===== src/rtl/recur_seq_pkg.sv =====
// rtl/recur_seq_pkg.sv - shared types and seed table for the recurrence sequence generator
package recur_seq_pkg;

  typedef enum logic [1:0] {
    MODE_FIB   = 2'd0,
    MODE_LUCAS = 2'd1,
    MODE_TRIB  = 2'd2,
    MODE_PELL  = 2'd3
  } mode_e;

  typedef enum logic [1:0] {
    ST_IDLE = 2'd0,
    ST_RUN  = 2'd1,
    ST_DONE = 2'd2
  } state_e;

  // Seeds are at most 3, so two bits each; callers zero-extend to WIDTH (>= 2).
  typedef struct packed {
    logic [1:0] a;
    logic [1:0] b;
    logic [1:0] c;
  } seed_t;

  function automatic seed_t seed_of(input mode_e m);
    seed_t s;
    case (m)
      MODE_LUCAS: s = '{a: 2'd2, b: 2'd1, c: 2'd3};
      MODE_TRIB:  s = '{a: 2'd0, b: 2'd0, c: 2'd1};
      MODE_PELL:  s = '{a: 2'd0, b: 2'd1, c: 2'd2};
      default:    s = '{a: 2'd0, b: 2'd1, c: 2'd1};
    endcase
    return s;
  endfunction

endpackage


===== src/rtl/recur_seq_gen_step.sv =====
// rtl/recur_seq_gen_step.sv - next-term adder for the selected recurrence
module recur_seq_step
  import recur_seq_pkg::*;
#(
  parameter int WIDTH = 32
) (
  input  logic [WIDTH-1:0] a,
  input  logic [WIDTH-1:0] b,
  input  logic [WIDTH-1:0] c,
  input  mode_e            mode,
  output logic [WIDTH-1:0] f,
  output logic             f_ovf
);

  // Two guard bits cover the worst case 3*(2^WIDTH-1).
  logic [WIDTH+1:0] sum;

  always_comb begin
    sum = '0;
    case (mode)
      MODE_TRIB: sum = {2'b00, a} + {2'b00, b} + {2'b00, c};
      MODE_PELL: sum = {1'b0, c, 1'b0} + {2'b00, b};
      default:   sum = {2'b00, b} + {2'b00, c};
    endcase
  end

  assign f     = sum[WIDTH-1:0];
  assign f_ovf = |sum[WIDTH+1:WIDTH];

endmodule


===== src/rtl/recur_seq_gen.sv =====
// rtl/recur_seq_gen.sv - streams N terms of a selectable linear recurrence
module recur_seq_gen
  import recur_seq_pkg::*;
#(
  parameter int WIDTH = 32,
  parameter int CNT_W = 16,
  parameter bit WRAP  = 1'b0
) (
  input  logic             clk,
  input  logic             rst_n,
  input  logic             start,
  input  logic             stop,
  input  logic [1:0]       mode,
  input  logic [CNT_W-1:0] num_terms,
  output logic             out_valid,
  input  logic             out_ready,
  output logic [WIDTH-1:0] out_data,
  output logic [CNT_W-1:0] out_idx,
  output logic             out_last,
  output logic             busy,
  output logic             done,
  output logic             ovf
);

  state_e           state_q, state_d;
  mode_e            mode_q, mode_d;
  logic [WIDTH-1:0] a_q, a_d, b_q, b_d, c_q, c_d;
  logic             fa_q, fa_d, fb_q, fb_d, fc_q, fc_d;
  logic [CNT_W-1:0] idx_q, idx_d, num_q, num_d;
  logic             ovf_q, ovf_d;
  logic [WIDTH-1:0] f;
  logic             f_ovf;
  logic             hs;
  logic             last;
  seed_t            seed;

  recur_seq_step #(.WIDTH(WIDTH)) u_step (
    .a     (a_q),
    .b     (b_q),
    .c     (c_q),
    .mode  (mode_q),
    .f     (f),
    .f_ovf (f_ovf)
  );

  assign hs   = (state_q == ST_RUN) && out_ready;
  // Without wrapping, a flagged x(i+1) makes x(i) the final term.
  assign last = (state_q == ST_RUN) &&
                ((idx_q == num_q - CNT_W'(1)) || (!WRAP && fb_q));

  always_comb begin
    state_d = state_q;
    mode_d  = mode_q;
    a_d     = a_q;
    b_d     = b_q;
    c_d     = c_q;
    fa_d    = fa_q;
    fb_d    = fb_q;
    fc_d    = fc_q;
    idx_d   = idx_q;
    num_d   = num_q;
    ovf_d   = ovf_q;
    seed    = seed_of(mode_e'(mode));
    case (state_q)
      ST_IDLE: begin
        if (start) begin
          mode_d  = mode_e'(mode);
          num_d   = num_terms;
          idx_d   = '0;
          ovf_d   = 1'b0;
          a_d     = WIDTH'(seed.a);
          b_d     = WIDTH'(seed.b);
          c_d     = WIDTH'(seed.c);
          fa_d    = 1'b0;
          fb_d    = 1'b0;
          fc_d    = 1'b0;
          state_d = (num_terms == '0) ? ST_DONE : ST_RUN;
        end
      end
      ST_RUN: begin
        if (hs) begin
          a_d   = b_q;
          b_d   = c_q;
          c_d   = f;
          fa_d  = fb_q;
          fb_d  = fc_q;
          fc_d  = f_ovf;
          idx_d = idx_q + CNT_W'(1);
          if (WRAP ? fa_q : fb_q) ovf_d = 1'b1;
          if (last) state_d = ST_DONE;
        end
        if (stop) state_d = ST_DONE;
      end
      default: state_d = ST_IDLE;
    endcase
  end

  always_ff @(posedge clk) begin
    if (!rst_n) begin
      state_q <= ST_IDLE;
      mode_q  <= MODE_FIB;
      a_q     <= '0;
      b_q     <= '0;
      c_q     <= '0;
      fa_q    <= 1'b0;
      fb_q    <= 1'b0;
      fc_q    <= 1'b0;
      idx_q   <= '0;
      num_q   <= '0;
      ovf_q   <= 1'b0;
    end else begin
      state_q <= state_d;
      mode_q  <= mode_d;
      a_q     <= a_d;
      b_q     <= b_d;
      c_q     <= c_d;
      fa_q    <= fa_d;
      fb_q    <= fb_d;
      fc_q    <= fc_d;
      idx_q   <= idx_d;
      num_q   <= num_d;
      ovf_q   <= ovf_d;
    end
  end

  assign out_valid = (state_q == ST_RUN);
  assign out_data  = a_q;
  assign out_idx   = idx_q;
  assign out_last  = last;
  assign busy      = (state_q != ST_IDLE);
  assign done      = (state_q == ST_DONE);
  assign ovf       = ovf_q;

endmodule


===== config.mk =====
export PLATFORM = sky130hd
export DESIGN_NAME = recur_seq_gen
export DESIGN_NICKNAME = d
export VERILOG_FILES = /design/src/rtl/recur_seq_pkg.sv /design/src/rtl/recur_seq_gen_step.sv /design/src/rtl/recur_seq_gen.sv
export SDC_FILE = /design/constraint.sdc
export NUM_CORES = 1
export LEC_CHECK = 0
export CAP_MARGIN = 10
export CORE_UTILIZATION = 50
export DETAILED_ROUTE_END_ITERATION = 12
export DONT_BUFFER_PORTS = 1
export PLACE_DENSITY = 0.76
export REMOVE_ABC_BUFFERS = 1
export SLEW_MARGIN = 20
export SYNTH_ARGS = -nofsm -noshare
export SYNTH_HDL_FRONTEND = slang
export SYNTH_SLANG_ARGS = --single-unit

===== constraint.sdc =====
create_clock -name clk -period 5 [get_ports clk]
set_clock_uncertainty 0.15 [all_clocks]
set_input_delay 0.5 -clock clk [delete_from_list [all_inputs] [get_ports clk]]
set_output_delay 0.5 -clock clk [all_outputs]
set_load 0.02 [all_outputs]

# Word level (Yosys, flattened, before mapping)

Index checks and enable logic that the tools add are counted.

Output and inout bits: 53
Input bits: 23
Logic and storage cells: 69
Register bits: 135

Add/sub/neg operators: 6
Reductions and logical operators: 12
Equal/unequal tests: 13
Muxes and demuxes: 28

Operators by type and width:

| cell                    | count |
|---|---|
| $mux W32                | 6 |
| $pmux W32 S2            | 3 |
| $pmux W34 S2            | 1 |
| $add A32 B32 Y33        | 2 |
| $add A33 B32 Y34        | 1 |
| $add A34 B32 Y34        | 1 |
| $mux W16                | 2 |
| $pmux W16 S2            | 1 |
| $pmux W6 S3             | 1 |
| $add A16 B1 Y16 const B | 1 |
| $eq A16 B16 Y1          | 1 |
| $logic_not A16 Y1       | 1 |
| $sub A16 B1 Y16 const B | 1 |
| $eq A2 B2 Y1 const B    | 5 |
| $mux W2                 | 5 |
| $ne A3 B2 Y1 const B    | 2 |
| $pmux W1 S2             | 3 |
| $reduce_and A3 Y1       | 2 |
| $mux W1                 | 5 |
| $eq A2 B1 Y1 const B    | 2 |
| $ne A2 B1 Y1 const B    | 2 |
| $pmux W2 S2             | 1 |
| $reduce_and A4 Y1       | 1 |
| $reduce_bool A2 Y1      | 2 |
| other kinds (6)         | 7 |

# Logic depth before layout (Yosys ltp)

Gate-level depths: netlist of run 1.

Depth after elaboration: 8
Gate-level depth with buffers: 23
Gate-level depth less buffers: 22

# Cells and area by module

Synthesis of run 1 repeated with hierarchy kept, for this count alone.

Cell total of the unflattened synthesis: 1,558
Area, all modules: 12,140.4 µm²

Modules (own cells, without submodules):

| module         | area each (µm²) | cells an instance | times used | sequential area each (µm²) |
|---|---|---|---|---|
| recur_seq_step | 6,204.7         | 842               | 1          | 0.0 |
| recur_seq_gen  | 5,935.7         | 716               | 1          | 2,702.6 |

# Worst setup path after synthesis of run 1

Ideal clock, no wire load.

Path type: register to register
Start point: register a_q[12], in the netlist out_data[12]
End point: register fc_q
Clock period less this slack: 4.416 ns
Library setup time: 0.122 ns
Cell stages (with the launch flop): 20
Required time: 4.728 ns
Path buffers: 1
Path slack: 0.584 ns
Arrival time: 4.144 ns
Cells stage by stage: dfxtp_1 > ha_1 > a21o_1 > a21oi_1 > a21boi_1 > a2111oi_0 > a31oi_1 > o311ai_1 > nand2b_1 > a21oi_1 > xnor2_1 > ha_1 > clkbuf_1 > nand3_1 > nand2b_1 > a211oi_1 > nor3_1 > nor3b_1 > nand2_1 > o311a_1

Longest elaborated chain between the ends: 6

Ends and longest elaborated chain:

| item                   | RTL line                 | source |
|---|---|---|
| from (decl)            | recur_seq_gen.sv:27      | `logic [WIDTH-1:0] a_q, a_d, b_q, b_d, c_q, c_d;` |
| from (signal assigned) | recur_seq_gen.sv:102     | `a_q <= '0;` |
| from (signal assigned) | recur_seq_gen.sv:114     | `a_q <= a_d;` |
| $add A32 B32 Y33       | recur_seq_gen_step.sv:21 | `MODE_TRIB: sum = {2'b00, a} + {2'b00, b} + {2'b00, c};` |
| $add A34 B32 Y34       | recur_seq_gen_step.sv:21 |  |
| $pmux W34 S2           | recur_seq_gen_step.sv:20 | `case (mode)` |
| $reduce_or A2 Y1       | recur_seq_gen_step.sv:28 | `assign f_ovf = \|sum[WIDTH+1:WIDTH];` |
| $mux W1                | recur_seq_gen.sv:81      | `if (hs) begin` |
| $pmux W1 S2            | recur_seq_gen.sv:64      | `case (state_q)` |
| to (signal assigned)   | recur_seq_gen.sv:107     | `fc_q <= 1'b0;` |
| to (signal assigned)   | recur_seq_gen.sv:119     | `fc_q <= fc_d;` |
| to (decl)              | recur_seq_gen.sv:28      | `logic fa_q, fa_d, fb_q, fb_d, fc_q, fc_d;` |

Every way passes these cells. The select of a mux whose other input is x is not followed.
A chain may end at the register's enable or synchronous reset.

# Worst setup path in the final report of run 1

Start point: register b_q[0]
End point: register c_q[27]

Longest elaborated chain between the ends: 5
Elaborated cells on any way between the ends: 7
Classes of those cells: add/sub: 4; mux: 3

Ends and longest elaborated chain:

| item                   | RTL line                 | source |
|---|---|---|
| from (decl)            | recur_seq_gen.sv:27      |  |
| from (signal assigned) | recur_seq_gen.sv:103     | `b_q <= '0;` |
| from (signal assigned) | recur_seq_gen.sv:115     | `b_q <= b_d;` |
| $add A32 B32 Y33       | recur_seq_gen_step.sv:21 |  |
| $add A34 B32 Y34       | recur_seq_gen_step.sv:21 |  |
| $pmux W34 S2 *         | recur_seq_gen_step.sv:20 |  |
| $mux W32 *             | recur_seq_gen.sv:81      |  |
| $pmux W32 S2 *         | recur_seq_gen.sv:64      |  |
| to (signal assigned)   | recur_seq_gen.sv:104     | `c_q <= '0;` |
| to (signal assigned)   | recur_seq_gen.sv:116     | `c_q <= c_d;` |
| to (decl)              | recur_seq_gen.sv:27      |  |

Mark *: on every way between the ends. The rest lies on a longest branch, timed or not. The select of a mux whose other input is x is not followed.

==> results.toml, run 1 <==
[global_routing]
grt_max_degree = 110
grt_overflow_total = 0
grt_pass1_vias = 12200
antenna_found_initial = 0
grt_pass1_wl_um = 62500
gr-usage-all-layers_pct = 30.0

[critical_path]
worst_r2r_startpoint = "b_q[0]"
endpoint_kind = "flip-flop"
cp_max_fo = 5
crit_type = "flip-flop to flip-flop"
required_ps = 5180
critPathLaunchType = "flip-flop"
r2r_cells = 20
reg2reg_to = "c_q[27]"
r2r_slack_ps = 160
arrival_ps = 5020

[final_layout]
multi_input_area_um2 = 9540
seqCellArea_um2 = 2710
drive_gt1_share_pct = 5.39
final_net_count = 1813
num-fill-cells = 2371
diodes = 0
syn2layout_area_growth_pct = 7.68

[synthesis]
synth_area_um2 = 12600
ys_seq_area_share_pct = 21.4
synth_area_per_cell_um2 = 7.50
ys.flop_type = "dfxtp_1"
async_reset_ff_share_pct = 0
yosysWarnings = 0
ys_types = 82
ys_seq_elements = 135
synth_edf_count = 0
synthCells = 1683

[placement]
port_buffers = 0
dp_hpwl_um = 28800
gp_congestion = 0.997

[worst_hold_path]
hp-class = "primary input to flip-flop"
whs_path_depth = 1
hold_start = "stop"
min_to = "state_q[0]"

[detailed_routing]
drtPass1Iterations = 8
drt_iter0_drc = 1254
wirelength_um = 39200
drtAntennaViolNets = 0
drc = 0
via_count = 12900
viasPerCell = 6.45
wl_per_cell_um = 19.6

[clock_tree]
postCtsSetupRepairBufs = 0
insertion_delay_ps = 450
cts_inserted_buffers = 17
clk_pin_slew_ps = 70
cts_sinks = 135
h-tree-depth = 4
cts_tree = "yes"
clk_path_buf_depth = 2
root_buffer = "clkbuf_16"

[sta]
finalMaxSlewViolations = 0
timing.slew.headroom_pct = 37.3
hold_viol = 0
max_freq_mhz = 207
fin_crit_sh_pct = 96.8
fin_setup_tns_ps = 0
worst_pin_slew_ps = 941
period_minus_slack_ps = 4840
setup_viol = 0

[floorplan]
core_um2 = 24500
die_w_um = 161
io_pins = 76
dieArea_um2 = 25900
die_y_um = 161
initial_utilization_pct = 51.4
rows = 57

[flow_run]
maxCapViolations = 0

[pwr]
powerDensity_nw_per_um2 = 197
leakage_nw = 5.93
finalPower_w = 0.00268
vdd_drop_max_mv = 0.177

[run_status]
status = "finished, final reports clean"
-- metal layers --
metal	global-route usage [%]	share of wire, %
met5	0	0
met4	14.0	4.2
met3	5.32	8.3
met2	49.8	46
met1	37.5	42
-- state kept, by name (all words and copies together), names as in the netlist, 2 cells and up --
register	flops
num_q	16
mode_q	2
state_q	2
b_q	32
out_data	32
out_idx	16
c_q	32
-- critical path: stages (launching register included) --
cell and delay [ps]:
dfxtp_2 380, ha_1 180, inv_1 60, fa_1 400, nor2b_1 170, o31a_1 220
o2111a_1 230, nor2_1 50, nand2_1 130, a31oi_1 210, o21bai_1 310, a21oi_1 130
xnor2_1 270, ha_1 350, a21o_1 180, a21oi_1 210, o22a_1 230, nand3b_1 120
a311oi_1 330, o21ai_0 140, a32o_1 290
-- synth_stat cells, drive strengths merged (9+ instances only) --
cell type,instances,area (um2)
or3,17,106
ha,129,1610
a211oi,18,140
nand4,21,131
and2,13,81.3
xnor2,77,674
o21ai,94,470
nand3,105,526
o21a,20,150
inv,46,173
a21boi,95,713
nand2,236,886
dfxtp,135,2700
a21oi,120,604
nor3,27,140
nor2b,21,131
clkbuf,59,221
xor2,39,342
a31oi,20,131
nand2b,19,119
a22oi,11,82.6
o211ai,31,233
nor4,9,56.3
a21o,62,467
buf,13,50.0
and3,21,131
nor2,98,368
-- cells in the final DEF (no fill, tap or decap), drive strengths merged, types with 5 or more instances in the layout --
| cell | netlist | routed |
|---|---|---|
| nand2 | 236 | 236 |
| dfxtp | 135 | 135 |
| ha | 129 | 129 |
| a21oi | 120 | 120 |
| nand3 | 105 | 105 |
| nor2 | 98 | 98 |
| a21boi | 95 | 95 |
| o21ai | 94 | 94 |
| xnor2 | 77 | 77 |
| a21o | 62 | 62 |
| inv | 46 | 53 |
| xor2 | 39 | 39 |
| o211ai | 31 | 31 |
| buf | 13 | 27 |
| nor3 | 27 | 27 |
| and3 | 21 | 21 |
| nor2b | 21 | 21 |
| nand4 | 21 | 21 |
| o21a | 20 | 20 |
| a31oi | 20 | 20 |
| nand2b | 19 | 19 |
| a211oi | 18 | 18 |
| or3 | 17 | 17 |
| clkbuf | 59 | 17 |
| and2 | 13 | 13 |
| a22oi | 11 | 11 |
| nor4 | 9 | 9 |
| mux2i | 7 | 7 |
| nand3b | 7 | 7 |
| o31ai | 7 | 7 |
| nor3b | 7 | 7 |
| o311ai | 7 | 7 |
| o21bai | 6 | 6 |
| o41ai | 5 | 5 |
| a211o | 5 | 5 |
| o221ai | 5 | 5 |
| o22ai | 5 | 5 |
| o311a | 5 | 5 |
| a2111oi | 5 | 5 |
| clkinv | 0 | 5 |
-- report_power, final --
part | switching [W] | internal [W] | leakage [nW] | total, W
Clock | 0.000598 | 0.000655 | 0.269 | 0.00125
Sequential | 0.0000299 | 0.00109 | 1.09 | 0.00112
Combinational | 0.000210 | 0.0000973 | 4.57 | 0.000307
Total | 0.000838 | 0.00185 | 5.93 | 0.00268
-- area by class of cell --
class,instances,area share [%]
Timing Repair Buffer,27,1.49
Clock buffer,17,3.13
Multi-Input combinational cell,1430,70.2
Clock inverter,15,1.02
Sequential cell,135,19.9
Inverter,46,1.27
Tap cell,324,2.98
-- worst max path at each step --
stage                            start  endpoint  slack (ps)  cells after the start
after floorplan             state_q[1]      fc_q         250                      8
after global placement     out_data[1]   c_q[26]         230                     18
after global routing            b_q[0]      fc_q         -20                     21
final                           b_q[0]   c_q[27]         160                     20
after detailed placement  out_data[12]      fc_q         180                     18
after CTS                  out_data[1]   c_q[26]         100                     18
-- cell families (layout without fill, tap and decap cells) --
group	Yosys count	after routing	share of synthesized area, %
AND/OR/NAND/NOR	613	613	22.9
flip-flops	135	135	21.4
adder cells (fa/ha/maj)	133	133	13.4
AO/OA/AOI/OAI	558	558	29.9
buffers and inverters	118	105	3.52
XOR/XNOR	116	116	8.05
multiplexers	10	10	0.853
-- through the flow --
step	utilization [%]	cells	cell area [um2]	hold slack, ps	setup slack, ps
6_report	55.4	1994	13600	6.37	162
3_3_place_gp	52.8	1962	13000	316	227
3_5_place_dp	52.8	1962	13000	333	181
5_1_grt	55.4	1994	13600	13.5	-15.3
2_1_floorplan	-	1611	12300	306	249
4_1_cts	55.1	1994	13500	6.41	97.9
-- timing repair --
action	in CTS	in global routing
hold buffers	0	0
resized for setup	0	17
setup endpoints to repair	0	14
(Power assumes the default switching activity.)
==> run 2, diff against run 1 <==
--- a/config.mk
+++ b/config.mk
@@ -5,10 +5,11 @@
 export SDC_FILE = /design/constraint.sdc
 export NUM_CORES = 1
 export LEC_CHECK = 0
-export CAP_MARGIN = 10
+export CAP_MARGIN = 25
 export CORE_UTILIZATION = 50
 export DETAILED_ROUTE_END_ITERATION = 12
 export DONT_BUFFER_PORTS = 1
+export GPL_TIMING_DRIVEN = 0
 export PLACE_DENSITY = 0.76
 export REMOVE_ABC_BUFFERS = 1
 export SLEW_MARGIN = 20
==> run 2 against run 1 <==
Design area grew 0.50%. Fmax rose by 0.41%. Sequential share of layout area hardly changed. Wire length down 1.6%. Cell count is 1.1% lower. Critical path type unchanged. Critical endpoint unchanged.
==> results.toml, run 2 (synthesis gave the netlist of run 1 again) <==
[floorplan]
dieArea_um2 = 25900
rows = 57
io_pins = 76
initial_utilization_pct = 51.4
core_um2 = 24500
die_y_um = 161
die_w_um = 161

[sta]
timing.slew.headroom_pct = 36.6
finalMaxSlewViolations = 0
fin_ws_ps = 181
setup_viol = 0
max_freq_mhz = 208
fin_setup_tns_ps = 0
period_minus_slack_ps = 4820
worst_pin_slew_ps = 952
hold_viol = 0
fin_crit_sh_pct = 96.4

[detailed_routing]
drtPass1Iterations = 5
viasPerCell = 6.46
drtAntennaViolNets = 0
via_count = 12700
wirelength_um = 38500
drc = 0
wl_per_cell_um = 19.5
drt_iter0_drc = 1187

[final_layout]
final_cell_mix = "nand2_1, ha_1, dfxtp_1"
diodes = 0
fin_area_um2 = 13700
layout_commonest_cell = "nand2_1"
syn2layout_area_growth_pct = 8.22
finish.utilization_pct = 55.7
num-fill-cells = 2314
final_net_count = 1791
drive_gt1_share_pct = 6.07

[placement]
gp_congestion = 0.974
port_buffers = 0
placed_cell_area_um2 = 12900
dp_hpwl_um = 28100
pre_cts_slack_ps = -375

[clock_tree]
clk_pin_slew_ps = 70
clk_path_buf_depth = 2
holdBufCountCts = 0
cts_tree = "yes"
h-tree-depth = 4
cts_inserted_buffers = 17
root_buffer = "clkbuf_16"
postCtsSetupRepairBufs = 0
cts_sinks = 135
insertion_delay_ps = 440

[global_routing]
antenna_found_initial = 0
gr-usage-all-layers_pct = 29.7
grt_pass1_wl_um = 62200
grt_max_degree = 110
grt_pass1_vias = 12000
grt_overflow_total = 0

[critical_path]
r2r_cells = 20
reg2reg_to = "c_q[27]"
critPathLaunchType = "flip-flop"
critPathCapture = "c_q[27]"
required_ps = 5220
crit_type = "flip-flop to flip-flop"
r2r_slack_ps = 180
arrival_ps = 5040
worst_r2r_startpoint = "out_data[0]"
endpoint_kind = "flip-flop"
crit_path_start = "out_data[0]"
cp_max_fo = 5

[worst_hold_path]
hp-class = "primary input to flip-flop"

[run_status]
status = "finished, final reports clean"

[pwr]
finalPower_w = 0.00274
leakage_nw = 5.87
vdd_drop_max_mv = 0.235
powerDensity_nw_per_um2 = 201

[flow_run]
maxCapViolations = 0
==> run 2: cell count changes in the layout (fill, tap and decap cells not counted), sizes merged <==
cell | before | now
clkbuf | 17 | 18
bufinv | 0 | 1
buf | 27 | 5
inv | 53 | 51
==> run 2: worst min path at each step <==
stage	from	end	slack (ps)	depth (start not counted)
global route	stop	state_q[0]	20	1
global placement	num_q[15]	num_q[15]	310	2
CTS	stop	state_q[0]	20	1
floorplan	num_q[15]	num_q[15]	310	2
detailed placement	num_q[1]	num_q[1]	330	2
finish	stop	state_q[0]	40	1
==> run 2: critical path, cell delays in order (launching register included) <==
cell and delay [ps]:
dfxtp_2 400, ha_1 180, inv_1 50, fa_1 400
nor2b_1 180, o31a_1 250, o2111a_1 230, nor2_1 50
nand2_1 140, a31oi_2 160, o21bai_1 290, a21oi_1 130
xnor2_1 290, ha_1 350, a21o_1 180, a21oi_1 280
o22a_1 210, o21ai_1 100, o311a_1 340, o21ai_0 200
a32o_1 180
==> run 2: layer usage <==
layer  vias to the layer above  part of all wire, %  wire length, um  global-route usage, %
met4                         0                  3.4             1300                   11.3
met2                       509                   46            17800                   49.3
li1                       6096                    -                -                      -
met1                      6045                   43            16700                   38.2
met3                        91                  6.9             2650                   5.32
met5                         -                    0                0                      0
==> run 2: per-stage QoR <==
step / instances / hold WS, ps
finish: 1972 / 38.8
global placement: 1935 / 313
global route: 1972 / 16.5
floorplan: 1611 / 306
CTS: 1972 / 22.5
detailed placement: 1940 / 333
==> run 2: area by class of cell <==
cell class                 count  area, um2  share of cell area, %
timing repair buffer           5        110                  0.806
clock buffer                  18        439                   3.22
tap                          324        405                   2.97
multi-input combinational   1430       9660                   70.7
inverter                      46        175                   1.28
clock inverter                14        144                   1.05
sequential                   135       2720                   19.9
==> run 2: timing repair <==
item,4_1_cts,5_1_grt
cloned,0,0
pin swaps,0,4
resized for setup,9,43
endpoints found under the setup margin,6,16
==> run 2: report_power, final <==
group | total, W | switching [W] | internal, W
logic | 0.000312 | 0.000206 | 0.000106
registers | 0.00113 | 0.0000368 | 0.00109
clock network | 0.00130 | 0.000583 | 0.000713
total | 0.00274 | 0.000826 | 0.00191
==> run 3, diff against run 2 <==
--- a/config.mk
+++ b/config.mk
@@ -5,10 +5,10 @@
 export SDC_FILE = /design/constraint.sdc
 export NUM_CORES = 1
 export LEC_CHECK = 0
-export CAP_MARGIN = 25
 export CORE_UTILIZATION = 50
 export DETAILED_ROUTE_END_ITERATION = 12
 export DONT_BUFFER_PORTS = 1
+export GPL_ROUTABILITY_DRIVEN = 0
 export GPL_TIMING_DRIVEN = 0
 export PLACE_DENSITY = 0.76
 export REMOVE_ABC_BUFFERS = 1
==> constraint.sdc (replaced) <==
create_clock -name clk -period 5 [get_ports clk]
set_clock_uncertainty 0.15 [all_clocks]
set_input_delay 0.5 -clock clk [delete_from_list [all_inputs] [get_ports clk]]
set_output_delay 0.5 -clock clk [all_outputs]
set_load 0.05 [all_outputs]
==> run 3 against run 2 <==
Clock power fell by 8%. Sequential power barely moved. Sequential share of layout area rose by 0.17 points. Sequential cell count did not move. Design area barely moved. Fmax fell by 0.69%. Global-route usage fell by 0.34 points. Register-to-register slack got worse by 30 ps. Largest cell class unchanged. Wire length fell by 0.27%. Critical path depth fell by 1.
==> results.toml, run 3 (synthesis gave the netlist of run 1 again) <==
[final_layout]
drive_gt1_share_pct = 5.88
syn2layout_area_growth_pct = 8.12
layout_commonest_cell = "nand2_1"
final_net_count = 1793
finish.utilization_pct = 55.6
seqCellArea_um2 = 2740
diodes = 0
num-fill-cells = 2259
final_cell_mix = "nand2_1, ha_1, a21oi_1"
multi_input_area_um2 = 9640

[critical_path]
cp_slowest_cell = "dfxtp_4"
cp.buffers_inverters = 0
arrival_ps = 5070
endpoint_kind = "flip-flop"
critPathLaunchType = "flip-flop"
cp_max_fo = 8
crit_type = "flip-flop to flip-flop"
crit_path_frequent_cell = "a21o_1"
cp_cell_sequence = "ha_1 -> a21o_1 -> a21oi_2 -> a21boi_1 -> a2111oi_4 -> a31oi_4 -> o311ai_4 -> nand2b_1 -> a21oi_1 -> xnor2_1 -> ha_2 -> a21o_1 -> a21o_1 -> a21oi_1 -> nand3b_1 -> nor3b_1 -> or3_1 -> nand3_1 -> o21ai_1"
critical-path-top-delay-family = "compound AO/OA/AOI/OAI gates"
max_stage_delay_ps = 410
required_ps = 5220

[pwr]
p_int_w = 0.00184
combPwrFrac_pct = 12.2
switching_power_w = 0.000819
leakage_nw = 5.92
pwr-share-clk_pct = 45.3
powerDensity_nw_per_um2 = 195
swShare_pct = 30.8
vdd_drop_max_mv = 0.172
p_seq_share_pct = 42.5

[detailed_routing]
drc = 0
drtAntennaViolNets = 0
viasPerCell = 6.47
drt_iter0_drc = 1314
wirelength_um = 38400
wl_per_cell_um = 19.5
via_count = 12800
drtPass1Iterations = 6

[floorplan]
die_y_um = 161
dieArea_um2 = 25900
io_pins = 76
rows = 57
die_w_um = 161
initial_utilization_pct = 51.4
core_um2 = 24500

[clock_tree]
clk_pin_slew_ps = 70
cts_inserted_buffers = 17
insertion_delay_ps = 440
h-tree-depth = 4
cts_tree = "yes"
clk_path_buf_depth = 2
cts_sinks = 135
root_buffer = "clkbuf_16"

[sta]
rsz0062_at_grt = "yes"
period_minus_slack_ps = 4850
fin_ws_ps = 148
worst_pin_slew_ps = 1050
max_freq_mhz = 206
finalMaxSlewViolations = 0
timing.slew.headroom_pct = 28.1
fin_crit_sh_pct = 97.0
setup_viol = 0
hold_viol = 0

[flow_run]
maxCapViolations = 0

[global_routing]
antenna_found_initial = 0
gr-usage-all-layers_pct = 29.4
grt_max_degree = 110
grt_pass1_wl_um = 61500
grt_pass1_vias = 11900
grt_overflow_total = 0

[run_status]
status = "finished, final reports clean"

[placement]
port_buffers = 0
pre_cts_slack_ps = -512
dp_hpwl_um = 27900

[worst_hold_path]
hp-class = "primary input to flip-flop"
## run 3: cell count changes in the layout (fill, tap and decap cells not counted), moves of 3 or more
cell / delta
clkinv_2: +4
dfxtp_1: -4
a21oi_1: +3
inv_8: -3
dfxtp_4: +6
## run 3: path summary, 6_finish.rpt
check,startpoint,to,slack [ps],cells after the start
setup reg to reg,out_data[12],c_q[29],150,19
hold reg to reg,num_q[8],num_q[8],350,2
setup / recovery,out_data[12],c_q[29],150,19
hold / removal,stop,state_q[0],20,1
## run 3: power groups by stage
stage | Sequential, W | Combinational (W) | Clock (W)
2_1_floorplan | 0.00115 | 0.000209 | 0
3_3_place_gp | 0.00116 | 0.000275 | 0
3_5_place_dp | 0.00116 | 0.000319 | 0
4_1_cts | 0.00113 | 0.000320 | 0.00120
5_1_grt | 0.00113 | 0.000354 | 0.00126
6_report | 0.00113 | 0.000324 | 0.00120
## run 3: routing by layer
layer	wire (um)	GRT usage (%)	part of all wire, %
met5	0	0	0
met4	1420	12.3	3.7
met3	2940	4.98	7.7
met2	17700	48.5	46
met1	16400	37.7	43
## run 3: final cells by class
class,count,share of cell area (%)
Clock buffer,18,3.15
Clock inverter,14,0.734
Inverter,46,1.28
Multi-Input combinational cell,1430,70.7
Sequential cell,135,20.1
Tap cell,324,2.97
Timing Repair Buffer,7,1.10
## run 3: repair_timing
item | CTS | global route
pin swaps | 0 | 3
setup endpoints to repair | 12 | 14
setup buffers | 0 | 1
endpoints found under the hold margin | 0 | 0
hold buffers | 0 | 0
resized for setup | 22 | 33
## run 3: through the flow
stage | std cells | total power (W) | hold slack (ps) | area, um2 | TNS [ps]
global placement | 1935 | 0.00143 | 316 | 12800 | -166720
floorplan | 1611 | 0.00136 | 306 | 12300 | 0
detailed placement | 1941 | 0.00147 | 340 | 12900 | -2700
finish | 1974 | 0.00266 | 19.2 | 13600 | 0
CTS | 1973 | 0.00265 | 18.4 | 13500 | 0
global route | 1974 | 0.00274 | 6.22 | 13600 | -39.2
